`config.mk`:
```
export PLATFORM = sky130hd
export DESIGN_NAME = btn_seq_matcher
export DESIGN_NICKNAME = d
export VERILOG_FILES = /design/src/rtl/btn_seq_matcher.sv
export SDC_FILE = /design/constraint.sdc
export NUM_CORES = 1
export LEC_CHECK = 0
export ABC_CLOCK_PERIOD_IN_PS = 2300
export CAP_MARGIN = 20
export CORE_MARGIN = 4
export CORE_UTILIZATION = 23
export DETAILED_ROUTE_END_ITERATION = 7
export GPL_TIMING_DRIVEN = 1
export SKIP_LAST_GASP = 1
export SLEW_MARGIN = 5
export SYNTH_ARGS = -nofsm -noshare
export SYNTH_HDL_FRONTEND = slang
export SYNTH_SLANG_ARGS = --single-unit
```
`constraint.sdc`:
```
create_clock -name clk -period 2.3 [get_ports clk]
set_input_delay 0.46 -clock clk [delete_from_list [all_inputs] [get_ports clk]]
set_output_delay 0.46 -clock clk [all_outputs]
set_load 0.1 [all_outputs]
```
`src/rtl/btn_seq_matcher.sv`:
```
// btn_seq_matcher: per-button sync + debounce, press coding, and a
// sliding press-history matcher with chord reject, timeout and counter.
module btn_seq_matcher #(
    parameter int N_BTN      = 2,
    parameter int CODE_W     = 1,
    parameter int SEQ_LEN    = 5,
    parameter int DEB_CYCLES = 4,
    parameter int TIMEOUT    = 0,
    parameter int OVERLAP    = 1,
    parameter int CNT_W      = 8,
    parameter logic [SEQ_LEN*CODE_W-1:0] PATTERN_RST = 5'b11011
) (
    input  logic                          clk,
    input  logic                          rstn,
    input  logic [N_BTN-1:0]              btn_raw,
    input  logic [SEQ_LEN*CODE_W-1:0]     pattern,
    input  logic                          pat_load,
    input  logic                          clr_cnt,
    output logic [N_BTN-1:0]              btn_db,
    output logic                          match,
    output logic [CNT_W-1:0]              match_cnt,
    output logic [$clog2(SEQ_LEN+1)-1:0]  fill
);

    localparam int PW = SEQ_LEN * CODE_W;
    localparam int FW = $clog2(SEQ_LEN + 1);
    localparam int DW = (DEB_CYCLES > 1) ? $clog2(DEB_CYCLES) : 1;
    localparam int IW = (TIMEOUT > 0) ? $clog2(TIMEOUT + 1) : 1;

    logic [N_BTN-1:0]  s1_q, s2_q;
    logic [N_BTN-1:0]  db_q, db_d, dly_q;
    logic [DW-1:0]     dcnt_q [N_BTN];
    logic [DW-1:0]     dcnt_d [N_BTN];

    logic [PW-1:0]     hist_q, hist_d, pat_q, pat_d, shifted;
    logic [FW-1:0]     fill_q, fill_d, fill_inc;
    logic [IW-1:0]     idle_q, idle_d;
    logic [CNT_W-1:0]  mcnt_q, mcnt_d;
    logic              match_q, match_d;

    logic [N_BTN-1:0]  rise;
    logic [CODE_W-1:0] code;
    logic              valid, chord, hit;

    // Debounce: flip the clean level after DEB_CYCLES differing samples
    always_comb begin
        for (int i = 0; i < N_BTN; i++) begin
            dcnt_d[i] = dcnt_q[i];
            db_d[i]   = db_q[i];
            if (s2_q[i] == db_q[i]) begin
                dcnt_d[i] = '0;
            end else if (dcnt_q[i] == DW'(DEB_CYCLES - 1)) begin
                db_d[i]   = s2_q[i];
                dcnt_d[i] = '0;
            end else begin
                dcnt_d[i] = dcnt_q[i] + 1'b1;
            end
        end
    end

    // Synchroniser, debounce state and delayed clean level
    always_ff @(posedge clk or negedge rstn) begin
        if (!rstn) begin
            s1_q  <= '0;
            s2_q  <= '0;
            db_q  <= '0;
            dly_q <= '0;
            for (int i = 0; i < N_BTN; i++) dcnt_q[i] <= '0;
        end else begin
            s1_q  <= btn_raw;
            s2_q  <= s1_q;
            db_q  <= db_d;
            dly_q <= db_q;
            for (int i = 0; i < N_BTN; i++) dcnt_q[i] <= dcnt_d[i];
        end
    end

    // Press classification: lone rising edge is a press, anything else a chord
    always_comb begin
        rise  = db_q & ~dly_q;
        valid = (|rise)
              && ((rise & (rise - 1'b1)) == '0)
              && ((db_q & ~rise) == '0);
        chord = (|rise) && !valid;
        code  = '0;
        for (int i = 0; i < N_BTN; i++) begin
            if (rise[i]) code = CODE_W'(i);
        end
        shifted  = (hist_q >> CODE_W)
                 | (PW'(code) << ((SEQ_LEN - 1) * CODE_W));
        fill_inc = (fill_q == FW'(SEQ_LEN)) ? fill_q : fill_q + 1'b1;
        hit      = (fill_inc == FW'(SEQ_LEN)) && (shifted == pat_q);
    end

    // History, fill, idle timer and match counter next state
    always_comb begin
        hist_d  = hist_q;
        pat_d   = pat_q;
        fill_d  = fill_q;
        idle_d  = idle_q;
        match_d = 1'b0;
        mcnt_d  = mcnt_q;
        if (pat_load) begin
            pat_d  = pattern;
            hist_d = '0;
            fill_d = '0;
            idle_d = '0;
        end else if (chord) begin
            hist_d = '0;
            fill_d = '0;
            idle_d = '0;
        end else if (valid) begin
            hist_d  = shifted;
            fill_d  = fill_inc;
            idle_d  = '0;
            match_d = hit;
            if (hit && OVERLAP == 0) fill_d = '0;
        end else if (TIMEOUT > 0 && fill_q != '0) begin
            if (idle_q == IW'(TIMEOUT - 1)) begin
                fill_d = '0;
                idle_d = '0;
            end else begin
                idle_d = idle_q + 1'b1;
            end
        end
        if (clr_cnt) begin
            mcnt_d = match_d ? CNT_W'(1) : '0;
        end else if (match_d && mcnt_q != '1) begin
            mcnt_d = mcnt_q + 1'b1;
        end
    end

    // Matcher state registers
    always_ff @(posedge clk or negedge rstn) begin
        if (!rstn) begin
            hist_q  <= '0;
            pat_q   <= PATTERN_RST;
            fill_q  <= '0;
            idle_q  <= '0;
            match_q <= 1'b0;
            mcnt_q  <= '0;
        end else begin
            hist_q  <= hist_d;
            pat_q   <= pat_d;
            fill_q  <= fill_d;
            idle_q  <= idle_d;
            match_q <= match_d;
            mcnt_q  <= mcnt_d;
        end
    end

    assign btn_db    = db_q;
    assign match     = match_q;
    assign match_cnt = mcnt_q;
    assign fill      = fill_q;

endmodule

```
Word-level counts from Yosys, hierarchy flattened
Cells that the tools add are included.
- output and inout bits: 14
- bits in registers: 34
- bits of input ports: 11
- ROM bits: 0
- bits in writable memories: 0
- latch bits: 0
- memories kept: 0
- shift operators: 0
- magnitude comparators: 0
- reductions and logical operators: 13
- div/mod/pow operators: 0
- multipliers: 0
- bitwise operators: 8
- multiplexer cells: 18
- eq/ne operators: 8
- $add $sub $neg: 5
- operators with widths (kind ; count):
    two-way mux 8 bit ; 2
    two-way mux 5 bit ; 3
    two-way mux 3 bit ; 4
    adder 8 x 1 -> 8 bit, second input constant ; 1
    two-way mux 2 bit ; 4
    != test 8 bit, second input constant ; 1
    AND 2 bit ; 3
    equality test 3 bit, second input constant ; 2
    equality test 5 bit ; 1
    logical AND 1 bit ; 5
    two-way mux 1 bit ; 5
    bitwise OR 4 x 5 -> 5 bit ; 1
    adder 2 x 1 -> 2 bit, second input constant ; 2
    equality test 2 bit, second input constant ; 2
    zero test 2 bit ; 2
    inverter 2 bit ; 2
    AND reduction 2 bit ; 2
    adder 3 x 1 -> 3 bit, second input constant ; 1
    nonzero test 3 bit ; 1
    equality test 1 bit ; 2
    inverter 1 bit ; 2
    nonzero test 2 bit ; 1
    OR reduction 2 bit ; 1
    subtractor 2 x 1 -> 2 bit, second input constant ; 1
    zero test 1 bit ; 1

Longest topological paths before layout
- depth in word-level cells: 14
- gate-level depth with buffers: 8
- depth with buffers taken out: 7

Worst setup path after synthesis
OpenSTA, ideal clock, no wires.
- path kind: register to register
- start: register fill_q[0], in the netlist fill[0]
- end: register mcnt_q[5], in the netlist match_cnt[5]
- data required time: 2.222 ns
- buffers on the path: 1
- setup slack: -0.638 ns
- cell stages (with the launch flop): 8
- arrival: 2.860 ns
- path through: dfrtp_1 -> ha_1 -> nor2b_1 -> o21ai_1 -> or4_4 -> buf_6 -> or4_1 -> a21oi_1
- word-level cells in the longest chain between the ends: 9
- elaborated cells on any way between the ends: 10
- ends and longest elaborated chain (item ; line ; RTL):
    start: declaration ; 36 ; logic [FW-1:0] fill_q, fill_d, fill_inc;
    start signal: assignment ; 145 ; fill_q <= fill_d;
    adder 3 x 1 -> 3 bit or equality test 3 bit (tied branches) ; 91 ; fill_inc = (fill_q == FW'(SEQ_LEN)) ? fill_q : fill_q + 1'b1;
    two-way mux 3 bit (*) ; 91 ;
    equality test 3 bit (*) ; 92 ; hit = (fill_inc == FW'(SEQ_LEN)) && (shifted == pat_q);
    logical AND 1 bit (*) ; 92 ;
    two-way mux 1 bit (*) ; 112 ; end else if (valid) begin
    two-way mux 1 bit (*) ; 108 ; end else if (chord) begin
    two-way mux 1 bit (*) ; 103 ; if (pat_load) begin
    logical AND 1 bit (*) ; 128 ; end else if (match_d && mcnt_q != '1) begin
    nonzero test 2 bit (no line) (*) ; n/a ;
    end signal: assignment ; 148 ; mcnt_q <= mcnt_d;
    end: declaration ; 38 ; logic [CNT_W-1:0] mcnt_q, mcnt_d;
Every way passes the cells marked *; elsewhere a longest branch is shown, timed or not.
A chain may end at the register's enable or synchronous reset.

Final worst setup path
- start: register dly_q[1]
- end: register mcnt_q[3], in the netlist match_cnt[3]
- word-level cells in the longest chain between the ends: 13
- elaborated cells on any way between the ends: 22
- ends and longest elaborated chain (item ; line ; RTL):
    start: declaration ; 31 ; logic [N_BTN-1:0] db_q, db_d, dly_q;
    start signal: assignment ; 73 ; dly_q <= db_q;
    inverter 2 bit (*) ; 80 ; rise = db_q & ~dly_q;
    AND 2 bit (*) ; 80 ;
    subtractor 2 x 1 -> 2 bit ; 82 ; && ((rise & (rise - 1'b1)) == '0)
    AND 2 bit ; 82 ;
    zero test 2 bit ; 82 ;
    logical AND 1 bit ; 82 ;
    logical AND 1 bit ; 83 ; && ((db_q & ~rise) == '0);
    zero test 1 bit ; 84 ; chord = (|rise) && !valid;
    logical AND 1 bit ; 84 ;
    two-way mux 1 bit (*) ; 108 ;
    two-way mux 1 bit (*) ; 103 ;
    logical AND 1 bit (*) ; 128 ;
    nonzero test 2 bit (no line) (*) ; n/a ;
Marks and branches as above.

==> results.tsv <==
stage	metric	value	unit
pwr	peakVddDrop	686	µV
worst_setup_path	critical_path_required	2.45	ns
drt	vias_per_cell	4.69	
synthesis	syn_avg_cell_area	11.4	µm²
worst_setup_path	r2r_start	dly_q[1]	
synthesis	yosysTopAreaCell	dfrtp_1	
global_routing	grt_pass1_vias	1150	
worst_setup_path	worstReg2RegEnd	match_cnt[3]	
drt	drt-initial-drc-count	98	
placement	dpl_cell_area	1920	µm²
worst_setup_path	startpoint_type	register	
timing	timing.fmax	445	MHz
drt	ant_nets	0	
worst_setup_path	reg2reg_slack	0.05	ns
worst_setup_path	r2r_cells	8	
synthesis	synth_seq_cells	33	
placement	place_congestion	0.797	
drt	vias	1181	
drt	wire_per_inst	12.6	µm
drt	wl	3190	µm
global_routing	grt_pass1_wl	5350	µm
layout	fin_nets	191	
timing	hold_viol	0	
global_routing	grt_usage	8.07	%
floorplanning	die-width	90.0	µm
floorplanning	initial_core_util	24.1	%
drt	drc	0	
worst_setup_path	path_max_fanout	5	
cts	clockRootBuffer	clkbuf_8	
synthesis	synth_top_area_share	47.0	%
worst_setup_path	worst-setup-path-type	register to register	
cts	cts_max_level	2	
floorplanning	die_y	90.0	µm
layout	design_area	2120	µm²
drt	first_pass_iters	4	
placement	port_buffers	24	
timing	worst_pin_slew	0.412	ns
timing	setup_viol	0	
synthesis	synth-edff-count	0	
pwr	swShare	36.5	%
cts	cts_tree	yes	
timing	grt_setup_unrepaired	yes	
synthesis	ys_types	36	
synthesis	ys_seq_area_share	53.8	%
timing	fin_crit	2.25	ns
timing	slew_headroom	72.6	%
synthesis	yosysMostFrequentCell	dfrtp_1	
synthesis	syn-instance-count	135	
floorplanning	row_count	29	
layout	n_antenna_cell	0	
cts	clockBufferDepth	2	
floorplanning	core	6420	µm²
timing	tns	0	ns
pwr	clkPwrFrac	22.9	%
cts	cts_sinks	33	
worst_setup_path	timing.critical_path.to	match_cnt[3]	
run_status	status	completed	
cts	numCtsBuffers	5	
cts	clkTransAtPathRegs	0.07	ns
floorplanning	ios	25	
synthesis	synth_top_cells_by_area	dfrtp_1 (47%), dfstp_2 (6.8%), mux2_2 (5.8%)	
synthesis	syn-cell-area	1550	µm²
synthesis	synth_common_cells	dfrtp_1 (29), a21oi_1 (8), mux2_2 (8)	
worst_setup_path	critPathCaptureType	register	
timing	slew_violations	0	
pwr	power.density	980	nW/µm²
placement	post-dp-hpwl	2150	µm
synthesis	ys.warnings.count	0	
timing	skew	0.00406	ns
worst_setup_path	cp.arrival	2.40	ns
worst_setup_path	crit_start	dly_q[1]	
flow_run	max_cap_viol_count	0	
synthesis	synth-async-reset-ratio	100	%
layout	drive_gt1_share	41.1	%
floorplanning	dieArea	8090	µm²
synthesis	synth_nets	152	
synthesis	synthFlopType	dfrtp_1	
timing	fin_crit_sh	97.7	%
layout	fin_util	33.0	%
pwr	p_seq_share	37.4	%
min_path	hp-class	register to register	
pwr	intPower	1.32	mW
pwr	comb_power_share	39.7	%
global_routing	antenna_found_initial	0	
pwr	p_sw	0.758	mW
cts	insertion_delay	0.28	ns
global_routing	grt_max_degree	34	
pwr	p_leak	0.882	nW
layout	areaGrowthSynthToFinish	37.2	%
global_routing	grt_overflow_total	0	
routing by layer:
layer  vias to the layer above  wire, µm  share of wire, %  track usage (%)
met5                         -         0                 0                0
li1                        573         -                 -                -
met3                         7       140               4.4             2.67
met4                         0        63               2.0             3.44
met1                       583      1400                44             9.87
met2                        18      1580                50             13.0
what timing repair did:
item                                    4_1_cts  5_1_grt
hold buffers                                  0        0
endpoints found under the setup margin        0        4
resized for setup                             0       10
setup buffers                                 0        5
logic make-up (layout without fill, tap and decap cells):
family,count (synthesis),in the layout,synth area share (%)
fa+ha+maj,6,6,4.86
flops,33,33,53.8
simple gates,46,47,17.6
mux,8,8,5.83
compound gates,27,27,11.5
buf+inv,8,47,2.51
xor+xnor,7,7,3.97
worst min-delay path by stage:
stage	endpoint	slack, ns	from	cells after the start
3_3_place_gp	s2_q[0]	0.33	s1_q[0]	0
2_1_floorplan	dcnt_q[0]	0.16	rstn	0
5_1_grt	s2_q[1]	0.38	s1_q[1]	0
6_report	s2_q[0]	0.35	s1_q[0]	0
4_1_cts	s2_q[0]	0.36	s1_q[0]	0
3_5_place_dp	s2_q[0]	0.34	s1_q[0]	0
flip-flops by register name, summed over array words and instances (netlist names):
name,count
s2_q,2
hist_q,4
dly_q,2
match,1
match_cnt,8
btn_db,2
fill,3
s1_q,2
dcnt_q,4
pat_q,5
cell type report:
type                    count  area, µm²
clock buffers               7       96.3
clock inverters             1       5.00
fillers                   650       4300
inverters                   3       11.3
multi-input cells          95        766
flip-flops and latches     33        851
well taps                  77       96.3
repair buffers             36        295
power by group through the flow:
stage,sequential [mW],combinational [mW],clock (mW)
after floorplan,0.976,0.309,0
after global placement,0.791,0.658,0
after detailed placement,0.795,0.670,0
after CTS,0.784,0.673,0.499
after global routing,0.791,0.900,0.524
final,0.777,0.824,0.476
critical path, cell delays in order (launching register included):
cell and delay (ns):
dfrtp_1 0.38, nand2b_4 0.16, ha_4 0.27, nand3b_1 0.11, buf_4 0.16, or4_4 0.55, buf_4 0.17, o31ai_1 0.24
a21oi_1 0.09
metrics by stage:
stage | instances | hold slack [ns] | power, mW | setup slack [ns]
floorplan | 135 | 0.164 | 1.28 | -0.0995
global placement | 238 | 0.334 | 1.45 | -0.0247
detailed placement | 238 | 0.340 | 1.46 | -0.0330
CTS | 246 | 0.357 | 1.96 | 0.0509
global route | 252 | 0.378 | 2.21 | -0.0216
finish | 252 | 0.352 | 2.08 | 0.0527
placed cells by master (no fill, tap or decap), types with 2 or more instances in the layout:
| cell type | n |
|---|---|
| a21oi_1 | 6 |
| a21oi_2 | 2 |
| a22o_2 | 2 |
| and3_1 | 5 |
| buf_4 | 26 |
| clkbuf_8 | 7 |
| clkdlybuf4s50_1 | 10 |
| dfrtp_1 | 21 |
| dfrtp_2 | 4 |
| dfrtp_4 | 4 |
| dfstp_2 | 4 |
| ha_1 | 3 |
| ha_4 | 3 |
| inv_1 | 2 |
| mux2_2 | 8 |
| nand2_1 | 7 |
| nand2b_4 | 2 |
| nand3_1 | 7 |
| nand3b_1 | 2 |
| nor2_1 | 3 |
| nor2b_1 | 6 |
| nor3_1 | 4 |
| nor4_1 | 2 |
| o21ai_0 | 4 |
| o31ai_1 | 4 |
| o31ai_2 | 2 |
| or4_1 | 3 |
| or4_4 | 3 |
| xnor2_1 | 7 |
Note: power is estimated with default switching activity, not from simulation.
